$ cat config.mk
export PLATFORM = sky130hd
export DESIGN_NAME = serial_subtractor
export DESIGN_NICKNAME = d
export VERILOG_FILES = /design/src/rtl/serial_subtractor.sv
export SDC_FILE = /design/constraint.sdc
export NUM_CORES = 1
export LEC_CHECK = 0
export BUFFER_PORTS_ARGS = -buffer_cell sky130_fd_sc_hd__buf_2
export CAP_MARGIN = 20
export CORE_MARGIN = 10
export CORE_UTILIZATION = 57
export DETAILED_ROUTE_END_ITERATION = 6
export PLACE_DENSITY = 0.81
export SETUP_SLACK_MARGIN = 0.05
export SLEW_MARGIN = 20
export SYNTH_ARGS = -nofsm -noshare
export SYNTH_HDL_FRONTEND = slang
export SYNTH_SLANG_ARGS = --single-unit
$ cat constraint.sdc
create_clock -name clk -period 4.4 [get_ports clk]
set_clock_uncertainty 0.1 [all_clocks]
set_input_delay 0.44 -clock clk [delete_from_list [all_inputs] [get_ports clk]]
set_output_delay 0.44 -clock clk [all_outputs]
set_load 0.01 [all_outputs]
$ cat src/rtl/serial_subtractor.sv
// Bit-serial subtractor: diff = a - b - bin, LSB first, one bit per clock,
// with start/busy/done handshake and result/flags held until the next completion.
module serial_subtractor #(
    parameter int WIDTH = 4
) (
    input  logic             clk,
    input  logic             rst_n,
    input  logic             start,
    input  logic [WIDTH-1:0] a,
    input  logic [WIDTH-1:0] b,
    input  logic             bin,
    output logic             busy,
    output logic             done,
    output logic [WIDTH-1:0] diff,
    output logic             bout,
    output logic             zero,
    output logic             ovf
);

    // state | meaning
    // IDLE  | waiting for start; operands captured on the accepting edge
    // SHIFT | one difference bit per edge, WIDTH edges in total
    // DONE  | one-cycle done pulse; result registers already updated
    typedef enum logic [1:0] {IDLE, SHIFT, DONE} state_t;

    localparam int CW = $clog2(WIDTH + 1);

    state_t           state_q, state_d;
    logic [WIDTH-1:0] opa_q, opa_d;
    logic [WIDTH-1:0] opb_q, opb_d;
    logic [WIDTH-1:0] res_q, res_d;
    logic             br_q, br_d;
    logic [CW-1:0]    cnt_q, cnt_d;
    logic             amsb_q, amsb_d;
    logic             bmsb_q, bmsb_d;
    logic [WIDTH-1:0] diff_q, diff_d;
    logic             bout_q, bout_d;
    logic             zero_q, zero_d;
    logic             ovf_q, ovf_d;

    logic             d_bit;
    logic             br_nx;
    logic [WIDTH-1:0] res_nx;

    assign d_bit  = opa_q[0] ^ opb_q[0] ^ br_q;
    assign br_nx  = (~opa_q[0] & opb_q[0]) | (~(opa_q[0] ^ opb_q[0]) & br_q);
    assign res_nx = {d_bit, res_q[WIDTH-1:1]};

    always_comb begin
        state_d = state_q;
        opa_d   = opa_q;
        opb_d   = opb_q;
        res_d   = res_q;
        br_d    = br_q;
        cnt_d   = cnt_q;
        amsb_d  = amsb_q;
        bmsb_d  = bmsb_q;
        diff_d  = diff_q;
        bout_d  = bout_q;
        zero_d  = zero_q;
        ovf_d   = ovf_q;
        case (state_q)
            IDLE: begin
                if (start) begin
                    state_d = SHIFT;
                    opa_d   = a;
                    opb_d   = b;
                    br_d    = bin;
                    res_d   = '0;
                    cnt_d   = '0;
                    amsb_d  = a[WIDTH-1];
                    bmsb_d  = b[WIDTH-1];
                end
            end
            SHIFT: begin
                opa_d = opa_q >> 1;
                opb_d = opb_q >> 1;
                br_d  = br_nx;
                res_d = res_nx;
                cnt_d = cnt_q + 1'b1;
                // Last bit: publish result and flags on this same edge.
                if (cnt_q == CW'(WIDTH - 1)) begin
                    state_d = DONE;
                    diff_d  = res_nx;
                    bout_d  = br_nx;
                    zero_d  = (res_nx == '0);
                    ovf_d   = (amsb_q != bmsb_q) && (res_nx[WIDTH-1] != amsb_q);
                end
            end
            DONE:    state_d = IDLE;
            default: state_d = IDLE;
        endcase
    end

    always_ff @(posedge clk or negedge rst_n) begin
        if (!rst_n) begin
            state_q <= IDLE;
            opa_q   <= '0;
            opb_q   <= '0;
            res_q   <= '0;
            br_q    <= 1'b0;
            cnt_q   <= '0;
            amsb_q  <= 1'b0;
            bmsb_q  <= 1'b0;
            diff_q  <= '0;
            bout_q  <= 1'b0;
            zero_q  <= 1'b0;
            ovf_q   <= 1'b0;
        end else begin
            state_q <= state_d;
            opa_q   <= opa_d;
            opb_q   <= opb_d;
            res_q   <= res_d;
            br_q    <= br_d;
            cnt_q   <= cnt_d;
            amsb_q  <= amsb_d;
            bmsb_q  <= bmsb_d;
            diff_q  <= diff_d;
            bout_q  <= bout_d;
            zero_q  <= zero_d;
            ovf_q   <= ovf_d;
        end
    end

    assign busy = (state_q == SHIFT);
    assign done = (state_q == DONE);
    assign diff = diff_q;
    assign bout = bout_q;
    assign zero = zero_q;
    assign ovf  = ovf_q;

endmodule
======== Word-level counts from Yosys, hierarchy flattened ========
Index checks and enable logic that the tools add are counted.
cells by class
  reductions and logical operators ........ 8
  bitwise gates (word level) .............. 7
  equal/unequal tests ..................... 7
  mux-type cells .......................... 13
  add/sub/neg operators ................... 1
operators with widths
  cell                   count
  $pmux W4 S2            3
  $mux W4                3
  $reduce_and A2 Y1      4
  $pmux W3 S2            1
  $logic_not A4 Y1       1
  $mux W2                2
  $pmux W2 S2            1
  $add A3 B1 Y3 const B  1
  $eq A3 B2 Y1 const B   1
  $mux W3                1
  $and A1 B1 Y1          2
  $eq A2 B1 Y1 const B   1
  $eq A2 B2 Y1 const B   1
  $logic_not A2 Y1       1
  $ne A1 B1 Y1           2
  $ne A2 B1 Y1 const B   1
  $ne A2 B2 Y1 const B   1
  $not A1 Y1             2
  $pmux W1 S2            1
  $reduce_bool A2 Y1     1
  $xor A1 B1 Y1          2
  $logic_and A1 B1 Y1    1
  $mux W1                1
  $or A1 B1 Y1           1
storage, ports and cells
  logic and storage cells ................. 48
  output and inout bits ................... 9
  input port bits ......................... 12
  bits in registers ....................... 27

======== Depth between registers and ports, before layout ========
  word-level depth ........................ 5
  depth in mapped cells ................... 6
  gate-level depth less buffers ........... 5

======== Least setup slack after synthesis ========
No wires, ideal clock.
  path kind ............................... reg-to-reg
  start ................................... register opb_q[0]
  end ..................................... register zero_q (netlist: zero)
  arrival ................................. 1.410 ns
  data required time ...................... 4.217 ns
  setup slack ............................. 2.807 ns
  clock period less this slack ............ 1.593 ns
  stages on the path, launching flop included .. 5
  setup time .............................. 0.083 ns
  buffers on the path ..................... 0
  cells stage by stage .................... dfrtp_1 inv_1 fa_1 or4_1 o21ai_0
on the way
  longest elaborated chain between the ends .. 3
ends and longest elaborated chain
  what                        RTL line  text
  start, declared             30        logic [WIDTH-1:0] opb_q, opb_d;
  start signal, assigned      112       opb_q <= opb_d;
  $xor A1 B1 Y1 (2 in a row)  45        assign d_bit = opa_q[0] ^ opb_q[0] ^ br_q;
  net d_bit                   41        logic d_bit;
  $logic_not A4 Y1            86        zero_d = (res_nx == '0);
  end signal, assigned        120       zero_q <= zero_d;
  end, declared               38        logic zero_q, zero_d;
The timed path passes the listed nets, and every way through them passes these cells.
A chain may end at the register's enable or synchronous reset.

======== Worst setup path after layout ========
  start ................................... register state_q[1]
  end ..................................... output busy
on the way
  longest elaborated chain between the ends .. 1
ends and longest elaborated chain
  what                    RTL line  text
  start, declared         28        state_t state_q, state_d;
  start signal, assigned  110       state_q <= state_d;
  $eq A2 B1 Y1            125       assign busy = (state_q == SHIFT);
  end, declared           12        output logic busy,
No other way between the ends.

==> metrics.csv <==
metric,value,unit
"Avg Cell Area, Syn",11.62,um^2
Max Freq,0.4915,GHz
fin nets,139,
"FF+latch count, synth",26,
die width,65.60,um
Critical Setup Path Class,reg2out,
Clock Path Buffers,2,
Max VDD drop,418.8,uV
core area,0.001962,mm^2
Fin. Hold Viols,17,
DR WL/cell,16.10,um
slew margin rel.,40.67,%
clock-pin slew on the worst setup and hold paths,150,ps
register area share after synthesis,54.91,%
Initial DRC Count,14,
slew at the pin closest to its max-slew limit,888.1,ps
post-cts resize count,0,
pre-CTS WS,2638,ps
Final TNS setup,0,ps
Placed Area,0.001291,mm^2
synthesized area,0.001185,mm^2
Cell Rows,16,
Area Overhead vs Synth,12.04,%
fin. max-slew vios,0,
DPL Wire Length,1.763,mm
Worst Path Required,3860,ps
die height,65.60,um
flop-to-flop setup slack,2630,ps
Root Buffer,clkbuf_4,
CTS Buf Count,3,
"Net Count, Synth",118,
failing checks,negative hold slack,
sw frac,38.25,%
initial antenna violation count,0,
"commonest non-fill, non-tap cell in the layout",dfrtp_1,
io pins,21,
worst path cell trace,nand2b_1 > inv_2 > buf_2,
layout cells sized above 1,25.41,%
fill cell count,164,
CP arrival,1490,ps
reg2reg end,opa_q[1],
Worst setup SP type,flop,
Min Hold Slack,-15.38,ps
CP top delay family,flip-flops,
Worst path max stage delay,560,ps
Critical R2R Launch,state_q[0],
WP buf/inv,2,
TritonRoute pass-1 iters,4,
GRT Util Overall,12.11,%
post-route cell area,0.001328,mm^2
Power Dens Cells,696.3,mW/mm^2
met1 wire length,1.083,mm
Leak,0.6524,nW
Hold WC Path Type,in2async,
Critical Path Sink,busy,
Comb power frac,40.2,%
clk_lat worst skew,320,ps
status,"finished, violations left",
vias in the first global route,962,
maxcap violations,0,
IO buf count,20,
DRC errors left,0,
final WL,2.399,mm
most frequent cells in the layout,"dfrtp_1, buf_2, o21ai_0",
WL met3,105,um
setup ws final,2366,ps
CTS tree,yes,
grt total ovfl,0,
GP Congestion,0.7218,
# clock sinks,26,
post-CTS setup buffer count,0,
Worst setup EP type,primary output,
clock share of power,13.4,%
Synth Instances,102,
Synth cell types,26,
drt via density,5.577,
met2 WL post-DR,1.154,mm
Tcrit/Tclk final,46.24,%
Seq pwr share,46.4,%
Final Non-Filler Cells,149,
NetSw,0.3536,mW
# H-tree levels,1,
P_int,0.5708,mW
final setup violation count,0,
crit path launch,state_q[1],
Max Used Layer,met4,
FF-to-FF path depth,3,
stages on the worst setup path,3,
Slowest cell on crit path,dfrtp_1,
first-pass GRT wire length,4.140,mm
"antenna viol nets, final",0,
# placed instances,145,
Final Util,67.67,%
die area,0.004303,mm^2
pin count of the biggest net entering global routing,27,
total number of vias,831,
Final Critical Period,2034,ps
antenna cells,0,
hold buffers post-CTS,0,
Power Total,0.9244,mW
Initial Util,60.40,%
crit-path max FO,13,
Yosys warnings,0,
RSZ-0062 raised after global routing,no,
[cells in the mapped netlist (all sizes together)]
cell / number / area, um^2
dfrtp: 26 / 650.6
o21ai: 14 / 70.07
nand2: 10 / 37.54
a21oi: 6 / 30.03
a22oi: 6 / 45.04
inv: 6 / 22.52
mux2: 6 / 78.82
nor2b: 5 / 38.78
a22o: 4 / 35.03
buf: 4 / 27.52
and2b: 3 / 25.02
a2bb2oi: 2 / 17.52
fa: 2 / 40.04
ha: 2 / 25.02
and3b: 1 / 8.760
nand2b: 1 / 6.260
nand3b: 1 / 7.510
nor2: 1 / 3.750
o21bai: 1 / 7.510
or4: 1 / 7.510
[worst min-delay path by stage]
stage,from,end,slack (ps),depth (start not counted)
floorplan,rst_n,amsb_q,40,0
global placement,rst_n,diff[3],360,1
detailed placement,rst_n,diff[2],370,1
CTS,rst_n,diff[0],5,1
global route,rst_n,diff[2],7,1
finish,rst_n,res_q[2],-20,1
[power groups by stage]
stage	clock network (mW)	logic (mW)	registers [mW]
final	0.123	0.372	0.429
after floorplan	0	0.279	0.416
after detailed placement	0	0.377	0.435
after CTS	0.124	0.381	0.430
after global placement	0	0.353	0.430
after global routing	0.136	0.427	0.446
[registers in the layout (all words and copies together) (netlist names)]
name     flops
res_q        3
bmsb_q       1
opa_q        4
br_q         1
zero         1
bout         1
ovf          1
state_q      2
cnt_q        3
opb_q        4
diff         4
amsb_q       1
[cell families (layout without fill, tap and decap cells)]
kind of cell | count (synthesis) | in the layout | synth area share, %
compound gates | 33 | 33 | 17.32
fa+ha+maj | 4 | 4 | 5.491
buf+inv | 10 | 30 | 4.223
flops | 26 | 26 | 54.91
mux | 6 | 6 | 6.652
simple gates | 23 | 23 | 11.40
[layout make-up]
type,count,area (um^2),share of cell area (%)
Clock buffer,4,36.28,2.733
Inverter,6,22.52,1.697
Multi-Input combinational cell,66,484.2,36.48
Sequential cell,26,650.6,49.01
Tap cell,27,33.78,2.545
Timing Repair Buffer,20,100.1,7.540
[per-layer routing]
layer	vias up	global-route usage, %
met1	406	13.31
met2	22	20.12
met5	-	0
met3	6	3.390
li1	397	-
met4	0	7.754
Note: power is estimated with default switching activity, not from simulation.
